## src/rtl/permute_sched.sv

```systemverilog
// Frame scheduler for an external lane-permute network: generates per-lane destinations
// and registers the network result. Optional table check: PERMUTE_SCHED_CONFLICT_CHECK_EN.
`ifndef P
`define P 4
`endif
`ifndef MAP
`define MAP 3
`endif

module permute_sched #(
    parameter int N    = 2*`P,
    parameter int W    = 1,
    parameter int SELW = `MAP
) (
    input  logic                 clk,
    input  logic                 rst_n,
    input  logic                 cfg_we,
    input  logic [$clog2(N)-1:0] cfg_idx,
    input  logic [SELW-1:0]      cfg_dest,
    input  logic                 start,
    input  logic [1:0]           mode,
    input  logic [$clog2(N)-1:0] k,
    input  logic [15:0]          beats,
    output logic                 busy,
    output logic                 done,
    input  logic                 in_valid,
    output logic                 in_ready,
    input  logic [N*W-1:0]       in_data,
    output logic [N*W-1:0]       pn_in_bus,
    output logic [N*SELW-1:0]    pn_dest_bus,
    input  logic [N*W-1:0]       pn_out_bus,
    output logic                 out_valid,
    input  logic                 out_ready,
    output logic [N*W-1:0]       out_data
`ifdef PERMUTE_SCHED_CONFLICT_CHECK_EN
    ,
    output logic                 err
`endif
);
    localparam int LOGN = $clog2(N);

    typedef enum logic [1:0] {IDLE, RUN, DRAIN} state_t;

    state_t          state, state_d;
    logic [1:0]      mode_q;
    logic [LOGN-1:0] k_q;
    logic [15:0]     cnt;
    logic [SELW-1:0] tbl [N];
    logic            accept, out_fire, start_go, done_d;

    function automatic logic [LOGN-1:0] bit_rev(input logic [LOGN-1:0] v);
        logic [LOGN-1:0] r;
        r = '0;
        for (int b = 0; b < LOGN; b++) r[b] = v[LOGN-1-b];
        return r;
    endfunction

    assign busy      = (state != IDLE);
    assign pn_in_bus = in_data;
    assign in_ready  = (state == RUN) && (!out_valid || out_ready);
    assign accept    = in_valid && in_ready;
    assign out_fire  = out_valid && out_ready;

`ifdef PERMUTE_SCHED_CONFLICT_CHECK_EN
    logic         table_ok, err_set;
    logic [N-1:0] seen;

    // A usable table maps every lane to a distinct in-range destination.
    always_comb begin
        seen     = '0;
        table_ok = 1'b1;
        for (int i = 0; i < N; i++) begin
            if (32'(tbl[i]) >= N)
                table_ok = 1'b0;
            else if (seen[tbl[i][LOGN-1:0]])
                table_ok = 1'b0;
            else
                seen[tbl[i][LOGN-1:0]] = 1'b1;
        end
    end
`endif

    always_ff @(posedge clk or negedge rst_n) begin
        if (!rst_n) state <= IDLE;
        else        state <= state_d;
    end

    always_comb begin
        state_d  = state;
        start_go = 1'b0;
        done_d   = 1'b0;
`ifdef PERMUTE_SCHED_CONFLICT_CHECK_EN
        err_set  = 1'b0;
`endif
        case (state)
            IDLE: begin
                if (start) begin
                    if (beats == 16'd0)
                        done_d = 1'b1;
`ifdef PERMUTE_SCHED_CONFLICT_CHECK_EN
                    else if (mode == 2'd3 && !table_ok)
                        err_set = 1'b1;
`endif
                    else begin
                        start_go = 1'b1;
                        state_d  = RUN;
                    end
                end
            end
            RUN: begin
                if (accept && cnt == 16'd1) state_d = DRAIN;
            end
            DRAIN: begin
                if (out_fire) begin
                    state_d = IDLE;
                    done_d  = 1'b1;
                end
            end
            default: state_d = IDLE;
        endcase
    end

    // Destinations come only from latched mode/k and the table, never from live inputs.
    always_comb begin
        pn_dest_bus = '0;
        for (int i = 0; i < N; i++) begin
            case (mode_q)
                2'd0:    pn_dest_bus[i*SELW +: SELW] = SELW'(LOGN'(i));
                2'd1:    pn_dest_bus[i*SELW +: SELW] = SELW'(LOGN'(i) ^ (LOGN'(1) << k_q));
                2'd2:    pn_dest_bus[i*SELW +: SELW] = SELW'(bit_rev(LOGN'(i)));
                default: pn_dest_bus[i*SELW +: SELW] = tbl[i];
            endcase
        end
    end

    always_ff @(posedge clk or negedge rst_n) begin
        if (!rst_n) begin
            done      <= 1'b0;
            mode_q    <= 2'd0;
            k_q       <= '0;
            cnt       <= 16'd0;
            out_valid <= 1'b0;
            out_data  <= '0;
            for (int i = 0; i < N; i++) tbl[i] <= SELW'(i);
        end else begin
            done <= done_d;
            if (start_go) begin
                mode_q <= mode;
                k_q    <= k;
                cnt    <= beats;
            end else if (accept) begin
                cnt <= cnt - 16'd1;
            end
            if (cfg_we && state == IDLE) tbl[cfg_idx] <= cfg_dest;
            // Capturing a new beat takes priority; it also covers a same-cycle drain.
            if (accept) begin
                out_data  <= pn_out_bus;
                out_valid <= 1'b1;
            end else if (out_fire) begin
                out_valid <= 1'b0;
            end
        end
    end

`ifdef PERMUTE_SCHED_CONFLICT_CHECK_EN
    always_ff @(posedge clk or negedge rst_n) begin
        if (!rst_n)        err <= 1'b0;
        else if (err_set)  err <= 1'b1;
        else if (start_go) err <= 1'b0;
    end
`endif

endmodule

```

## config.mk

```make
export PLATFORM = sky130hd
export DESIGN_NAME = permute_sched
export DESIGN_NICKNAME = d
export VERILOG_FILES = /design/src/rtl/permute_sched.sv
export SDC_FILE = /design/constraint.sdc
export NUM_CORES = 1
export LEC_CHECK = 0
export ABC_AREA = 1
export BUFFER_PORTS_ARGS = -buffer_cell sky130_fd_sc_hd__buf_2
export CAP_MARGIN = 10
export CELL_PAD_IN_SITES_DETAIL_PLACEMENT = 0
export CELL_PAD_IN_SITES_GLOBAL_PLACEMENT = 1
export CORE_MARGIN = 5
export CORE_UTILIZATION = 37
export DETAILED_ROUTE_END_ITERATION = 16
export GPL_TIMING_DRIVEN = 0
export PLACE_DENSITY_LB_ADDON = 0.1
export SYNTH_ARGS = -nofsm -noshare
export SYNTH_HDL_FRONTEND = slang
export SYNTH_SLANG_ARGS = --single-unit
```

## constraint.sdc

```tcl
create_clock -name clk -period 1.8 [get_ports clk]
set_input_delay 0.09 -clock clk [delete_from_list [all_inputs] [get_ports clk]]
set_output_delay 0.09 -clock clk [all_outputs]
set_load 0.02 [all_outputs]
```

==> results of run 1 <==
==> worst max-delay path by stage <==
stage,to
5_1_grt,cnt[8]
6_report,pn_dest_bus[2]
3_3_place_gp,cnt[10]
4_1_cts,pn_dest_bus[18]
2_1_floorplan,cnt[10]
3_5_place_dp,cnt[10]
==> flip-flops by register name, summed over array words and instances (netlist names) <==
| signal | count |
|---|---|
| out_valid | 1 |
| k_q | 3 |
| state | 2 |
| cnt | 16 |
| tbl | 24 |
| out_data | 8 |
| done | 1 |
| mode_q | 2 |
==> layout make-up <==
class / instances / area (sq um) / share of cell area, %
plain buffers: 18 / 130 / 3.05
repair buffers: 111 / 701 / 16.4
flip-flops and latches: 57 / 1440 / 33.8
clock buffers: 11 / 141 / 3.31
well taps: 108 / 135 / 3.17
multi-input cells: 319 / 1460 / 34.3
clock inverters: 5 / 78.8 / 1.85
inverters: 47 / 176 / 4.13
==> layer usage <==
metal / vias up / wire length, microns / global-route usage (%)
met1: 1445 / 4560 / 26.6
met2: 83 / 3940 / 26.8
met3: 6 / 523 / 2.84
met5: - / 0 / 0
li1: 1626 / - / -
met4: 0 / 67 / 5.88
==> cell usage in the layout (no fill, tap or decap), drive strengths merged, types with 3 or more instances in the layout <==
cell	synthesis	layout
o21ai	41	41
buf	16	101
nor2	48	48
nand3	54	54
dlygate4sd3	0	26
nand3b	3	3
xor2	3	3
dfstp	12	12
nand4	3	3
clkbuf	2	13
clkinv	0	3
nand2	158	158
dfrtp	45	45
inv	47	47
==> synth_stat cells <==
library cell	instances
nand2_1	156
nand3_1	51
dfrtp_1	45
nor2_1	45
inv_1	43
o21ai_0	37
dfstp_2	12
buf_4	11
inv_2	4
o21ai_1	4
nand3b_1	3
nand4_1	3
nor2_4	3
xor2_1	3
buf_2	2
buf_6	2
clkbuf_1	2
ha_1	2
nand3_2	2
or2_2	2
and2_1	1
buf_1	1
nand2_2	1
nand2_4	1
nand3_4	1
nor3_1	1
nor3_2	1
nor3b_4	1
o31ai_1	1
==> cells by family (layout without fill, tap and decap cells) <==
logic type               Yosys count  count (layout)  share of synthesized area (%)
AND/OR/NAND/NOR                  272             272                           37.3
buffers and inverters             65             192                           9.46
adder cells (fa/ha/maj)            2               2                          0.782
flip-flops                        57              57                           45.0
XOR/XNOR                           3               3                          0.821
AO/OA/AOI/OAI                     42              42                           6.65
==> stage by stage <==
stage	hold WS [ps]	power, mW	setup WS (ps)	instance area (sq um)
global placement	283	5.23	279	3760
global route	10.4	7.23	50.9	4270
floorplan	-206	4.31	483	3200
CTS	0.514	6.70	15.6	4260
detailed placement	154	5.28	256	3780
finish	19.1	6.64	139	4270
==> power by group through the flow <==
stage                     sequential [mW]  combinational (mW)  clock, mW
after floorplan                      2.29                2.02          0
after global placement               2.27                2.95          0
after detailed placement             2.28                3.00          0
after CTS                            2.27                3.05       1.38
after global routing                 2.35                3.45       1.42
final                                2.28                3.02       1.34
==> worst reg2reg max path, cell delays in order (launching register included) <==
cell and delay, ps:
dfrtp_1 410, inv_1 100, ha_1 200, nand2_1 140, nor2_1 270, nand2_1 80, nand2_1 70, nand2_1 50
nand2_1 50, nand3_1 70
==> what timing repair did <==
action	4_1_cts	5_1_grt
buffers inserted	0	0
resized for setup	1	5
setup endpoints to repair	5	20
hold buffers	26	0
hold endpoints to repair	42	0
==> impl_metrics.toml, run 1 <==
[die]
pin_count = 93
dieArea_sq_mm = 0.0106
die-height_microns = 103
start_util_pct = 37.2
placementRows = 34
core_area_sq_mm = 0.00859
dieWidth_microns = 103

[place]
hpwlAfterDp_microns = 6870
portBuffers = 84
dp.cells = 634
gp_congestion = 0.834

[clock_tree]
cts.clk_slew.worst_paths_ps = 70
cts-buffers-inserted = 9
cts_buffer_depth = 2
clk_latency_ps = 330
h-tree-depth = 3
cts_tree = "yes"
root_buffer = "clkbuf_8"
cts_sinks = 57

[yosys]
synth-seq-cells = 57
syn_area_sq_mm = 0.00320
yosys.area.top_type = "dfrtp_1"
synth_nets = 492
synth_area_leaders = "dfrtp_1, nand2_1, dfstp_2"
synth_cell_types = 29
synth_top_area_share_pct = 35.2
ys_seq_area_share_pct = 45.0
syn_inst = 441
yosys_warnings = 0
avgSynthCellArea_sq_um = 7.26

[route]
first_pass_iters = 4
drtIter0Drc = 130
wl_per_cell_microns = 13.5
drt_wl_total_microns = 9100
drc = 0
vias_per_cell = 4.67
vias = 3160
ant_nets = 0

[sta]
setup_tns_ps = 0
clock_skew_ps = 11.7
tightest_slew_ps = 619
clock.fmax_mhz = 602
finalCritPeriodShare_pct = 92.3
fin_crit_ps = 1660
grt_setup_unrepaired = "no"
setup_violations = 0
finalHoldViolations = 0
drv_slew = 0
relSlewSlack_pct = 58.8

[final_layout]
fillCellCount = 903
antennaDiodeCount = 0
stdcell_count = 676
area_growth_pct = 33.3
layout-drive-gt1-share_pct = 25.9
utilization_pct = 49.7
layout.nets = 614

[pwr]
switching_power_mw = 2.87
switching_share_pct = 43.3
powerDensity_mw_per_mm2 = 1560
peakVddDrop_mv = 0.617
clockPowerShare_pct = 20.2
p_leak_nw = 2.27
power_frac_seq_pct = 34.4
power_frac_comb_pct = 45.5
internal-power_mw = 3.77

[setup_path]
cp_top_family = "simple AND/OR/NAND/NOR gates"
rr_worst_depth = 9
crit_type = "reg2out"
cp_cell_sequence = "inv_1 -> nand4_1 -> or2_2 -> nand2_1 -> buf_2"
critPathLaunchType = "register"
ff2ff_setup_slack_ps = 250
critPathRequiredTime_ps = 1710
reg2reg_to = "cnt[10]"
reg2reg_from = "cnt[0]"
cp_max_fo = 4
critPathLaunch = "k_q[0]"
endpoint_kind = "output port"
critical_path_cell_count = 5
cp.arrival_ps = 1570
cp_slowest_cell = "dfrtp_1"
path_buf_inv = 2
cpPeakStageDelay_ps = 360

[global_route]
antenna_found_initial = 0
grt_pass1_wl_microns = 14800
grt_overflow = 0
grt_pass1_vias = 3042
grt_use_total_pct = 18.0
grt_max_degree = 34

[run_status]
status = "finished, final reports clean"

[min_path]
hold_class = "in2reg"
holdPathStages = 3
holdCritStartpoint = "cfg_dest[2]"
holdPathEnd = "tbl[2]"

[flow_run]
maxCapViolCount = 0
Note: power is estimated with default switching activity, not from simulation.
==> inputs of run 2 (changes only) <==
--- a/config.mk
+++ b/config.mk
@@ -12,8 +12,11 @@
 export CELL_PAD_IN_SITES_GLOBAL_PLACEMENT = 1
 export CORE_MARGIN = 5
 export CORE_UTILIZATION = 37
+export CTS_BUF_LIST = sky130_fd_sc_hd__clkbuf_16
+export CTS_CLUSTER_SIZE = 28
 export DETAILED_ROUTE_END_ITERATION = 16
 export GPL_TIMING_DRIVEN = 0
+export MAX_ROUTING_LAYER = met4
 export PLACE_DENSITY_LB_ADDON = 0.1
 export SYNTH_ARGS = -nofsm -noshare
 export SYNTH_HDL_FRONTEND = slang
==> impl_metrics.toml, run 2 (same netlist as run 1, synthesis figures left out) <==
[sta]
setup_violations = 0
fin_crit_ps = 1640
setup_tns_ps = 0
finalHoldViolations = 0
finalCritPeriodShare_pct = 91.1
tightest_slew_ps = 630
holdWs_ps = 1.14
clock.fmax_mhz = 610
drv_slew = 0
clock_skew_ps = 8.19
relSlewSlack_pct = 58.0
grt_setup_unrepaired = "no"

[setup_path]
cp_top_family = "simple AND/OR/NAND/NOR gates"
critPathRequiredTime_ps = 1710
endpoint_kind = "output port"
cp_slowest_cell = "dfrtp_1"
crit_type = "reg2out"
path_buf_inv = 2
cp.arrival_ps = 1550
cpPeakStageDelay_ps = 360
critPathLaunchType = "register"
cp_max_fo = 4
cp_cell_sequence = "inv_1 -> nand4_1 -> or2_2 -> nand2_1 -> buf_2"

[final_layout]
fillCellCount = 904
final_common_cell = "nand2_1"
layout.nets = 601
seq_area_sq_mm = 0.00144
multi_input_area_sq_mm = 0.00146
final_cell_mix = "nand2_1, buf_2, nand3_1"
antennaDiodeCount = 0
design_area_sq_mm = 0.00423
largest_reg_flops = 24
layout-drive-gt1-share_pct = 26.1
area_growth_pct = 32.0
utilization_pct = 49.2
top_register = "tbl"
reg_top3 = "tbl x24, cnt x16, out_data x8"

[die]
dieArea_sq_mm = 0.0106
core_area_sq_mm = 0.00859
start_util_pct = 37.2
placementRows = 34
die-height_microns = 103
dieWidth_microns = 103
pin_count = 93

[global_route]
grt_max_degree = 34
antenna_found_initial = 0
grt_pass1_wl_microns = 14600
grt_use_total_pct = 18.4
grt_overflow = 0
grt_pass1_vias = 3034

[route]
drtIter0Drc = 152
wl_per_cell_microns = 13.6
first_pass_iters = 5
drt_wl_total_microns = 9020
vias_per_cell = 4.71
ant_nets = 0
vias = 3124
drc = 0

[clock_tree]
cts_buffer_depth = 2
cts-buffers-inserted = 9
cts.clk_slew.worst_paths_ps = 50
cts_sinks = 57
h-tree-depth = 3
root_buffer = "clkbuf_16"
cts_tree = "yes"
cts_setup_buffers = 0
clk_latency_ps = 320

[pwr]
peakVddDrop_mv = 0.617
p_leak_nw = 2.26
powerDensity_mw_per_mm2 = 1670

[run_status]
status = "finished, final reports clean"

[place]
placed_area_sq_mm = 0.00378
portBuffers = 84
hpwlAfterDp_microns = 6870
gp_congestion = 0.847

[flow_run]
maxCapViolCount = 0

[min_path]
hold_class = "in2reg"
-- run 2: changes by cell type in the layout (fill, tap and decap cells not counted), sizes merged --
cell,delta
inv,+1
clkbuf,-1
dlygate4sd3,-13
buf,-1
clkinv,+1
-- run 2: final timing paths --
kind / slack [ps] / from / depth (start not counted) / endpoint
hold / removal: 1 / k[1] / 3 / k_q[1]
setup reg to reg: 250 / cnt[0] / 9 / cnt[10]
max in group asynchronous: 810 / rst_n / 3 / tbl[4]
min in group asynchronous: 330 / rst_n / 2 / cnt[11]
setup / recovery: 160 / k_q[0] / 5 / pn_dest_bus[2]
hold reg to reg: 480 / out_data[7] / 2 / out_data[7]
-- run 2: per-stage QoR --
step	power (mW)	std cells	setup WS, ps
after global routing	7.64	663	26.2
after detailed placement	5.28	634	256
after CTS	7.12	663	1.39
final	7.04	663	159
after floorplan	4.31	441	483
after global placement	5.23	633	279
-- run 2: timing repair --
| item | in CTS | in global routing |
|---|---|---|
| gates resized for setup | 0 | 5 |
| hold buffers | 13 | 0 |
| setup endpoints to repair | 0 | 20 |
| hold endpoints to repair | 29 | 0 |
-- run 2: final cells by class --
cell class,instances,area share [%]
buffer,18,3.08
clock buffer,9,5.33
clock inverter,7,2.04
inverter,47,4.18
multi-input combinational,319,34.5
sequential,57,34.1
tap,108,3.20
timing repair buffer,98,13.5
-- run 2: report_power, final --
part	total, mW	switching (mW)	leakage, nW	internal, mW
registers	2.28	0.373	0.690	1.91
clock network	1.77	0.573	0.158	1.20
logic	2.99	1.97	1.41	1.02
-- run 2: routing by layer --
metal | global-route usage, % | wire length [microns] | vias up
li1 | - | - | 1600
met1 | 26.3 | 4500 | 1425
met2 | 26.5 | 3900 | 90
met3 | 3.04 | 503 | 9
met4 | 6.08 | 117 | 0
met5 | - | 0 | -
-- run 2: worst reg2reg max path, cell delays in order, from the launching register on --
cell	delay [ps]
dfrtp_1	400
inv_1	100
ha_1	200
nand2_1	130
nor2_1	280
nand2_1	80
nand2_1	70
nand2_1	50
nand2_1	50
nand3_1	70
==> inputs of run 3 (changes only) <==
--- a/config.mk
+++ b/config.mk
@@ -5,13 +5,12 @@
 export SDC_FILE = /design/constraint.sdc
 export NUM_CORES = 1
 export LEC_CHECK = 0
-export ABC_AREA = 1
 export BUFFER_PORTS_ARGS = -buffer_cell sky130_fd_sc_hd__buf_2
 export CAP_MARGIN = 10
 export CELL_PAD_IN_SITES_DETAIL_PLACEMENT = 0
 export CELL_PAD_IN_SITES_GLOBAL_PLACEMENT = 1
 export CORE_MARGIN = 5
-export CORE_UTILIZATION = 37
+export CORE_UTILIZATION = 38
 export CTS_BUF_LIST = sky130_fd_sc_hd__clkbuf_16
 export CTS_CLUSTER_SIZE = 28
 export DETAILED_ROUTE_END_ITERATION = 16
==> impl_metrics.toml, run 3 <==
[run_status]
status = "finished, violations left"
violations = "negative setup slack"

[global_route]
met2_usage_pct = 27.1
grt_use_total_pct = 18.7
antenna_found_initial = 0
grt_overflow = 0
grt_pass1_vias = 2775
grt_max_degree = 34
busiest_layer = "met2"
use_met3_pct = 5.59
met1_usage_pct = 25.9
grt_pass1_wl_microns = 14200

[yosys]
syn_inst = 309
yosys.area.top_type = "dfrtp_1"
ys_seq_area_share_pct = 48.5
ys_top_cells_by_count = "nand2_1, dfrtp_1, mux2_2"
synth_cell_types = 41
synth_top_area_share_pct = 37.9
synth_nets = 360
syn_area_sq_mm = 0.00297
synth-seq-cells = 57
synth_area_leaders = "dfrtp_1, dfstp_2, mux2_2"
synth_edf_count = 0
async_flop_share_pct = 100
synth_ff_type = "dfrtp_1"
avgSynthCellArea_sq_um = 9.62
synth.most_common_cell = "nand2_1"
yosys_warnings = 0

[min_path]
hold_class = "in2reg"
holdPathEnd = "mode_q[0]"
holdCritStartpoint = "mode[0]"
holdPathStages = 2

[final_layout]
top_register = "tbl"
seq_area_sq_mm = 0.00145
largest_reg_flops = 24
area_growth_pct = 39.1
multi_input_area_sq_mm = 0.00156
layout.nets = 472
final_common_cell = "buf_2"
fillCellCount = 736
final_cell_mix = "buf_2, nand2_1, dfrtp_1"
layout-drive-gt1-share_pct = 45.5
antennaDiodeCount = 0
reg_top3 = "tbl x24, cnt x16, out_data x8"
design_area_sq_mm = 0.00413

[pwr]
powerDensity_mw_per_mm2 = 1700
peakVddDrop_mv = 0.735
p_leak_nw = 1.94

[setup_path]
critPathLaunchType = "register"
crit_type = "reg2reg"
ff2ff_setup_slack_ps = -180
reg2reg_to = "cnt[13]"
cpPeakStageDelay_ps = 550
cp.arrival_ps = 2170
endpoint_kind = "register"
cp_max_fo = 3
critPathMostFrequentCell = "or4_4"
critPathRequiredTime_ps = 1990
rr_worst_depth = 5
path_buf_inv = 0
cp_top_family = "simple AND/OR/NAND/NOR gates"
cp_slowest_cell = "or4_4"
cp_cell_sequence = "or4_4 -> or2_4 -> or4_4 -> nand3b_1 -> o211ai_1"
reg2reg_from = "cnt[9]"

[clock_tree]
root_buffer = "clkbuf_16"
cts.clk_slew.worst_paths_ps = 50
clk_latency_ps = 320
cts_sinks = 57
cts-buffers-inserted = 9
h-tree-depth = 3
cts_tree = "yes"
cts_buffer_depth = 2

[place]
hpwlAfterDp_microns = 6140
portBuffers = 84
place_ws_ps = -413
placed_area_sq_mm = 0.00354
gp_congestion = 0.846

[route]
wl_per_cell_microns = 16.1
first_pass_iters = 4
drtIter0Drc = 102
ant_nets = 0
drc = 0
drt_wl_total_microns = 8510
vias = 2725
vias_per_cell = 5.16

[sta]
finalHoldViolations = 0
relSlewSlack_pct = 49.1
tightest_slew_ps = 756
clock_skew_ps = 3.29
finalCritPeriodShare_pct = 110
setup_ws_ps = -179
setup_violations = 3
clock.fmax_mhz = 505
grt_setup_unrepaired = "yes"
fin_crit_ps = 1980
drv_slew = 0

[die]
dieWidth_microns = 98.5
die-height_microns = 98.5
pin_count = 93
placementRows = 32
dieArea_sq_mm = 0.00969
start_util_pct = 38.7
core_area_sq_mm = 0.00769

[flow_run]
maxCapViolCount = 0
## run 3: cell count changes in the layout (fill, tap and decap cells not counted), moves of 5 or more
cell / delta
inv_1: -36
nor2b_1: +14
mux2_2: +24
nand3_1: -47
o21ai_0: -22
a21oi_1: +8
and3_1: +5
nand2_1: -99
o211ai_1: +8
nor2_1: -26
## run 3: final cells by class
| class | count | share of cell area, % |
|---|---|---|
| sequential | 57 | 35.0 |
| inverter | 6 | 0.545 |
| multi-input combinational | 226 | 37.7 |
| clock inverter | 7 | 0.726 |
| timing repair buffer | 102 | 14.4 |
| clock buffer | 9 | 5.45 |
| tap | 102 | 3.09 |
| buffer | 19 | 3.09 |
## run 3: layer usage
metal / wire length [microns] / vias to the layer above
met3: 613 / 10
li1: - / 1315
met1: 4020 / 1312
met4: 89 / 0
met2: 3790 / 88
met5: 0 / -
## run 3: cell families (layout without fill, tap and decap cells)
| kind of cell | Yosys count | after routing | share of synthesized area, % |
|---|---|---|---|
| compound gates | 60 | 60 | 13.4 |
| xor+xnor | 2 | 2 | 0.589 |
| fa+ha+maj | 2 | 2 | 0.842 |
| buf+inv | 26 | 143 | 4.38 |
| flops | 57 | 57 | 48.5 |
| mux | 28 | 28 | 10.6 |
| simple gates | 134 | 134 | 21.7 |
## run 3: repair_timing
action                                 4_1_cts  5_1_grt
hold buffers                                11        0
resized for setup                           22       42
pin swaps                                    5        4
setup endpoints to repair                   51       55
cloned                                       1        0
buffers inserted                             5        0
endpoints found under the hold margin       29        0
## run 3: report_power, final
group	internal, mW	switching, mW
Clock	0.900	0.557
Combinational	1.38	1.78
Sequential	1.93	0.489
## run 3: worst max-delay path by stage
stage | cells past startpoint | end | startpoint
after floorplan | 4 | state[0] | cnt[10]
after global placement | 7 | cnt[14] | cnt[0]
after detailed placement | 7 | cnt[14] | cnt[0]
after CTS | 5 | cnt[13] | cnt[9]
after global routing | 5 | cnt[13] | cnt[8]
final | 5 | cnt[13] | cnt[9]
## run 3: through the flow
step / cells / setup TNS (ps) / power [mW] / util [%] / hold slack [ps]
6_report: 528 / -253 / 7.04 / 53.8 / 6.61
4_1_cts: 528 / -287 / 6.86 / 52.3 / 1.23
3_3_place_gp: 495 / -4830 / 5.09 / 45.8 / 280
3_5_place_dp: 496 / -5130 / 5.14 / 46.1 / 129
5_1_grt: 528 / -474 / 7.52 / 53.8 / 7.93
2_1_floorplan: 309 / -374 / 4.21 / - / -206
